$ cat config.mk
export PLATFORM = sky130hd
export DESIGN_NAME = pipeline_hazard_ctrl
export DESIGN_NICKNAME = d
export VERILOG_FILES = /design/src/rtl/pipeline_hazard_ctrl.sv
export SDC_FILE = /design/constraint.sdc
export NUM_CORES = 1
export LEC_CHECK = 0
export CAP_MARGIN = 20
export CORE_ASPECT_RATIO = 1.25
export CORE_MARGIN = 1.5
export CORE_UTILIZATION = 36
export CTS_CLUSTER_SIZE = 28
export DETAILED_ROUTE_END_ITERATION = 10
export PLACE_DENSITY = 0.95
export SLEW_MARGIN = 20
export SYNTH_ARGS = -nofsm -noshare
export SYNTH_HDL_FRONTEND = slang
export SYNTH_SLANG_ARGS = --single-unit
$ cat constraint.sdc
create_clock -name CLK -period 2.7 [get_ports CLK]
set_clock_uncertainty 0.2 [all_clocks]
set_input_delay 0.27 -clock CLK [delete_from_list [all_inputs] [get_ports CLK]]
set_output_delay 0.27 -clock CLK [all_outputs]
set_load 0.01 [all_outputs]
$ cat src/rtl/pipeline_hazard_ctrl.sv
// pipeline_hazard_ctrl
// Central stall / flush / bubble controller for the 5-stage RV32IM pipeline.
// It arbitrates four hazard sources, highest priority first:
//   1. data-memory wait states (DMEM_BUSY)
//   2. the multi-cycle divider (DIV_START / DIV_DONE handshake)
//   3. taken-branch flushes resolved in EX
//   4. load-use data hazards between EX and ID
// Stall and flush outputs are combinational from the registered state and the
// current inputs. DIV_START and DIV_ERR are registered.
//
// Optional build macro HAZARD_PERF_CNT_EN: when defined, STALL_CYCLES and
// FLUSH_COUNT are live 32-bit wrapping counters. When undefined, both outputs
// are tied to zero and no counter flops exist.

module pipeline_hazard_ctrl #(
  parameter int DIV_TIMEOUT = 64
) (
  input  logic        CLK,
  input  logic        RESET,
  input  logic [4:0]  ID_RS1_ADDR,
  input  logic [4:0]  ID_RS2_ADDR,
  input  logic        ID_USES_RS1,
  input  logic        ID_USES_RS2,
  input  logic        EX_MEM_READ,
  input  logic [4:0]  EX_REG_WRITE_ADDR,
  input  logic        EX_IS_DIV,
  input  logic        DIV_DONE,
  input  logic        EX_BRANCH_TAKEN,
  input  logic        DMEM_BUSY,
  output logic        DIV_START,
  output logic        PC_STALL,
  output logic        IF_ID_STALL,
  output logic        IF_ID_FLUSH,
  output logic        ID_EX_STALL,
  output logic        ID_EX_FLUSH,
  output logic        EX_MEM_STALL,
  output logic        EX_MEM_FLUSH,
  output logic        MEM_WB_FLUSH,
  output logic        DIV_ERR,
  output logic [31:0] STALL_CYCLES,
  output logic [31:0] FLUSH_COUNT
);

  // One extra bit so the counter can actually hold the value DIV_TIMEOUT.
  localparam int CNT_W = $clog2(DIV_TIMEOUT) + 1;
  localparam logic [CNT_W-1:0] CNT_LIMIT = CNT_W'(DIV_TIMEOUT);

  typedef enum logic {
    RUN      = 1'b0,
    DIV_WAIT = 1'b1
  } state_t;

  state_t           state;
  logic             div_done_seen;
  logic [CNT_W-1:0] div_cnt;
  logic [CNT_W-1:0] div_cnt_inc;

  logic active;
  logic mem_stall;
  logic div_done;
  logic div_stall;
  logic branch_flush;
  logic rs1_hit;
  logic rs2_hit;
  logic load_use;

  // Saturating increment: the wait counter parks at the timeout value
  // instead of wrapping, so a hung divider keeps DIV_ERR meaningful.
  function automatic logic [CNT_W-1:0] cnt_sat_inc(input logic [CNT_W-1:0] cnt);
    if (cnt >= CNT_LIMIT) begin
      return CNT_LIMIT;
    end
    return cnt + CNT_W'(1);
  endfunction

  assign div_cnt_inc = cnt_sat_inc(div_cnt);

  // Every combinational control is forced low while RESET is held.
  assign active = ~RESET;

  // Memory wait states freeze the whole pipe; nothing else may act.
  assign mem_stall = active & DMEM_BUSY;

  // A done pulse that arrived while memory was busy is remembered, so the
  // divider does not have to repeat it.
  assign div_done = DIV_DONE | div_done_seen;

  // In RUN the divide instruction itself stalls for the launch cycle; in
  // DIV_WAIT the stall lasts until the result is available.
  assign div_stall = active & ~mem_stall &
                     (((state == RUN) & EX_IS_DIV) |
                      ((state == DIV_WAIT) & ~div_done));

  // A branch held in EX by a stall simply waits; it flushes on the first
  // cycle nothing above it in priority is active.
  assign branch_flush = active & ~mem_stall & ~div_stall & EX_BRANCH_TAKEN;

  // x0 is never a real producer, so a load to x0 never creates a hazard.
  assign rs1_hit  = ID_USES_RS1 & (ID_RS1_ADDR == EX_REG_WRITE_ADDR);
  assign rs2_hit  = ID_USES_RS2 & (ID_RS2_ADDR == EX_REG_WRITE_ADDR);
  assign load_use = active & ~mem_stall & ~div_stall & ~branch_flush &
                    EX_MEM_READ & (EX_REG_WRITE_ADDR != 5'd0) &
                    (rs1_hit | rs2_hit);

  // Priority-encoded stall/flush drive for the PC and pipeline registers.
  always_comb begin
    PC_STALL     = 1'b0;
    IF_ID_STALL  = 1'b0;
    IF_ID_FLUSH  = 1'b0;
    ID_EX_STALL  = 1'b0;
    ID_EX_FLUSH  = 1'b0;
    EX_MEM_STALL = 1'b0;
    EX_MEM_FLUSH = 1'b0;
    MEM_WB_FLUSH = 1'b0;
    if (mem_stall) begin
      // Hold everything up to EX/MEM and bubble WB so the stalled MEM
      // instruction is not written back twice.
      PC_STALL     = 1'b1;
      IF_ID_STALL  = 1'b1;
      ID_EX_STALL  = 1'b1;
      EX_MEM_STALL = 1'b1;
      MEM_WB_FLUSH = 1'b1;
    end else if (div_stall) begin
      // Keep the divide in EX and feed bubbles downstream until done.
      PC_STALL     = 1'b1;
      IF_ID_STALL  = 1'b1;
      ID_EX_STALL  = 1'b1;
      EX_MEM_FLUSH = 1'b1;
    end else if (branch_flush) begin
      // Discard the two wrong-path instructions behind the branch.
      IF_ID_FLUSH  = 1'b1;
      ID_EX_FLUSH  = 1'b1;
    end else if (load_use) begin
      // Hold the consumer in ID for one cycle and bubble EX.
      PC_STALL     = 1'b1;
      IF_ID_STALL  = 1'b1;
      ID_EX_FLUSH  = 1'b1;
    end
  end

  // Divider sequencing FSM with launch pulse, done capture and timeout watch.
  always_ff @(posedge CLK) begin
    if (RESET) begin
      state         <= RUN;
      div_done_seen <= 1'b0;
      div_cnt       <= '0;
      DIV_ERR       <= 1'b0;
      DIV_START     <= 1'b0;
    end else begin
      DIV_START <= 1'b0;
      if (mem_stall) begin
        // State and timeout counter frozen; the divider keeps running.
        if (DIV_DONE) begin
          div_done_seen <= 1'b1;
        end
      end else if (state == RUN) begin
        if (EX_IS_DIV) begin
          // Launch clears any stale done capture from a previous divide.
          state         <= DIV_WAIT;
          DIV_START     <= 1'b1;
          div_cnt       <= '0;
          div_done_seen <= 1'b0;
        end
      end else if (div_done) begin
        // Stalls already released this cycle so the result latches into
        // EX/MEM; the next EX_IS_DIV seen in RUN is a new instruction.
        state         <= RUN;
        div_done_seen <= 1'b0;
      end else begin
        div_cnt <= div_cnt_inc;
        if (div_cnt_inc == CNT_LIMIT) begin
          DIV_ERR <= 1'b1;
        end
      end
    end
  end

`ifdef HAZARD_PERF_CNT_EN
  logic [31:0] stall_cycles_q;
  logic [31:0] flush_count_q;

  // Performance counters: front-end stall cycles and branch flushes.
  always_ff @(posedge CLK) begin
    if (RESET) begin
      stall_cycles_q <= 32'd0;
      flush_count_q  <= 32'd0;
    end else begin
      if (PC_STALL) begin
        stall_cycles_q <= stall_cycles_q + 32'd1;
      end
      if (IF_ID_FLUSH) begin
        flush_count_q <= flush_count_q + 32'd1;
      end
    end
  end

  assign STALL_CYCLES = stall_cycles_q;
  assign FLUSH_COUNT  = flush_count_q;
`else
  assign STALL_CYCLES = 32'd0;
  assign FLUSH_COUNT  = 32'd0;
`endif

endmodule

==> impl_metrics.yaml <==
critical_path:
  cp_slowest_cell: "clkdlybuf4s50_1"
  path_class: "in -> out"
  arrival_ns: 2.18
  path_max_fanout: 3
  required_ns: 2.23
  cp_top_family: "buffers and inverters"
  cp_slowest_stage_delay_ns: 0.55
  crit_top_cell: "clkdlybuf4s50_1"
  start_kind: "input pin"
  crit_chain: "clkdlybuf4s50_1 -> xor2_1 -> nor4_1 -> a32oi_1 -> o21bai_1 -> clkdlybuf4s50_1"
  crit_path_end_kind: "output port"
  cp_num_buf_inv: 2
layout:
  nNetsFinal: 227
  final_cell_area_sq_um: 1490
  final_cell_mix: "conb_1 (64), clkdlybuf4s50_1 (31), dfxtp_1 (11), xor2_1 (10)"
  fin_cells: 237
  final_util_pct: 45.4
  synthToLayoutAreaGrowth_pct: 18.2
  regArea_sq_um: 220
  num-fill-cells: 325
  drive_above_1_share_pct: 9.50
  multiInputGateArea_sq_um: 761
  n_antenna_cell: 0
  final_common_cell: "conb_1"
pwr:
  power_leakage_nw: 0.677
  powerDensity_nw_per_um2: 332
  peakVddDrop_v: 0.000224
  p_total_uw: 495
synthesis:
  syn_area_sq_um: 1260
  yosys_register_bits: 11
  yosysSeqAreaShare_pct: 17.5
  syn_area_per_cell_sq_um: 7.88
  postSynthCellCount: 160
  synth_cell_types: 38
  synth_warnings: 0
clock_network:
  insertion_delay_ns: 0.24
  cts.sinks: 11
  cts_htree_levels: 1
  cts_buffers: 3
  cts_root_buf: "clkbuf_8"
  ctsHoldBuffers: 0
  cts_tree: "built"
  cts.reportedPaths.clkPinSlew_ns: 0.05
  clockBufferDepth: 2
floorplan:
  core-area_sq_um: 3280
  io_pins: 98
  start_util_pct: 38.4
  fp.dieW_um: 55.9
  rows: 23
  dieArea_sq_um: 3870
  dieHeight_um: 69.2
status:
  status: "complete, no violations"
timing:
  timing.final.crit_share_pct: 98.1
  period_minus_slack_ns: 2.65
  timing.final.ws_setup_ns: 0.0505
  hold_ws_ns: 0.258
  setup_viol: 0
  finalSetupTns_ns: 0
  fmax_mhz: 377
  final_max_slew_viol_count: 0
  hold_viol: 0
drt:
  drc: 0
  ant_nets: 0
  dr.pass1.iters: 4
  viasPerCell: 4.30
  drt_iter0_markers: 5
  via_count: 1018
  wire_per_inst_um: 10.4
  finalWirelength_mm: 2.47
placement:
  dp_hpwl_mm: 2.03
  place_congestion: 0.738
  port_buffers: 33
  pre_cts_slack_ns: -0.306
  placed_area_sq_um: 1430
  place_inst: 233
global_routing:
  grt_usage_pct: 11.8
  grt_pass1_wl_mm: 3.66
  antenna_found_initial: 0
  grt_pass1_vias: 900
  grt_max_degree: 15
  grt_overflow: 0
job:
  drv_cap: 0
min_path:
  min_path_type: "reg -> reg"
==> cell type report <==
class	count	share of cell area, %
inverter	8	2.02
sequential	11	14.8
timing repair buffer	41	26.0
multi-input combinational	136	51.0
tap	37	3.11
clock buffer	4	3.02
==> synthesized netlist by cell type, drive strengths merged <==
cell type / instances / share of area [%]
a211oi: 2 / 1.2
a21oi: 8 / 3.2
a31oi: 2 / 0.99
a32oi: 1 / 0.69
and2: 2 / 0.99
and2b: 1 / 0.69
and3: 1 / 0.50
buf: 67 / 40
clkbuf: 1 / 0.30
conb: 1 / 0.30
dfxtp: 11 / 17
ha: 2 / 2.0
inv: 8 / 2.4
mux2i: 1 / 0.79
nand2: 8 / 2.4
nand2b: 2 / 0.99
nand3: 3 / 1.2
nand3b: 1 / 0.60
nor2: 2 / 0.60
nor3: 4 / 2.0
nor3b: 1 / 1.5
nor4: 3 / 1.5
o21ai: 4 / 1.9
o21bai: 1 / 0.60
o31a: 1 / 0.69
o31ai: 1 / 0.60
o41ai: 2 / 2.0
or2: 1 / 0.50
or3: 2 / 0.99
or3b: 1 / 0.69
or4: 2 / 1.2
xnor2: 3 / 2.1
xor2: 10 / 6.9
==> what timing repair did <==
action                                  CTS  global route
endpoints found under the setup margin    2             1
gates resized for setup                   4             2
buffers inserted                          0             0
==> where the power goes <==
group | internal [mW] | switching, mW
Clock | 0.104 | 0.0638
Sequential | 0.166 | 0.00334
Combinational | 0.0680 | 0.0904
==> final timing paths <==
kind | cells after the start | from | slack [ns] | to
max reg2reg | 5 | div_cnt[0]$_SDFFE_PP0P_ | 0.98 | div_cnt[4]$_SDFFE_PP0P_
min reg2reg | 2 | DIV_ERR$_SDFFE_PP0P_ | 0.26 | DIV_ERR$_SDFFE_PP0P_
min | 2 | DIV_ERR$_SDFFE_PP0P_ | 0.26 | DIV_ERR$_SDFFE_PP0P_
max | 6 | EX_REG_WRITE_ADDR[4] | 0.05 | ID_EX_FLUSH
==> routing by layer <==
layer / share of wire, % / track usage [%] / wire (um)
met3: 8.1 / 1.49 / 200
met2: 56 / 22.8 / 1390
met4: 3.2 / 7.94 / 80
met5: 0 / 0 / 0
met1: 32 / 11.2 / 801
==> cells by family after synthesis <==
kind of cell	Yosys count	synth area share (%)
compound gates	22	11.8
mux	1	0.794
other cells	1	0.297
flops	11	17.5
buf+inv	76	42.4
fa+ha+maj	2	1.98
simple gates	34	16.3
xor+xnor	13	9.03
==> worst min-delay path: cells and delay by family, from the launching register on <==
| family | cells | cell delay, ns |
|---|---|---|
| simple gates | 1 | 0.06 |
| compound gates | 1 | 0.04 |
| flops | 1 | 0.32 |
==> registers in the layout, summed over array words and instances (netlist names) <==
| name | flops |
|---|---|
| DIV_ERR | 1 |
| DIV_START | 1 |
| div_cnt | 7 |
| div_done_seen | 1 |
| state | 1 |
No activity file was read; power rests on OpenSTA's default activity.
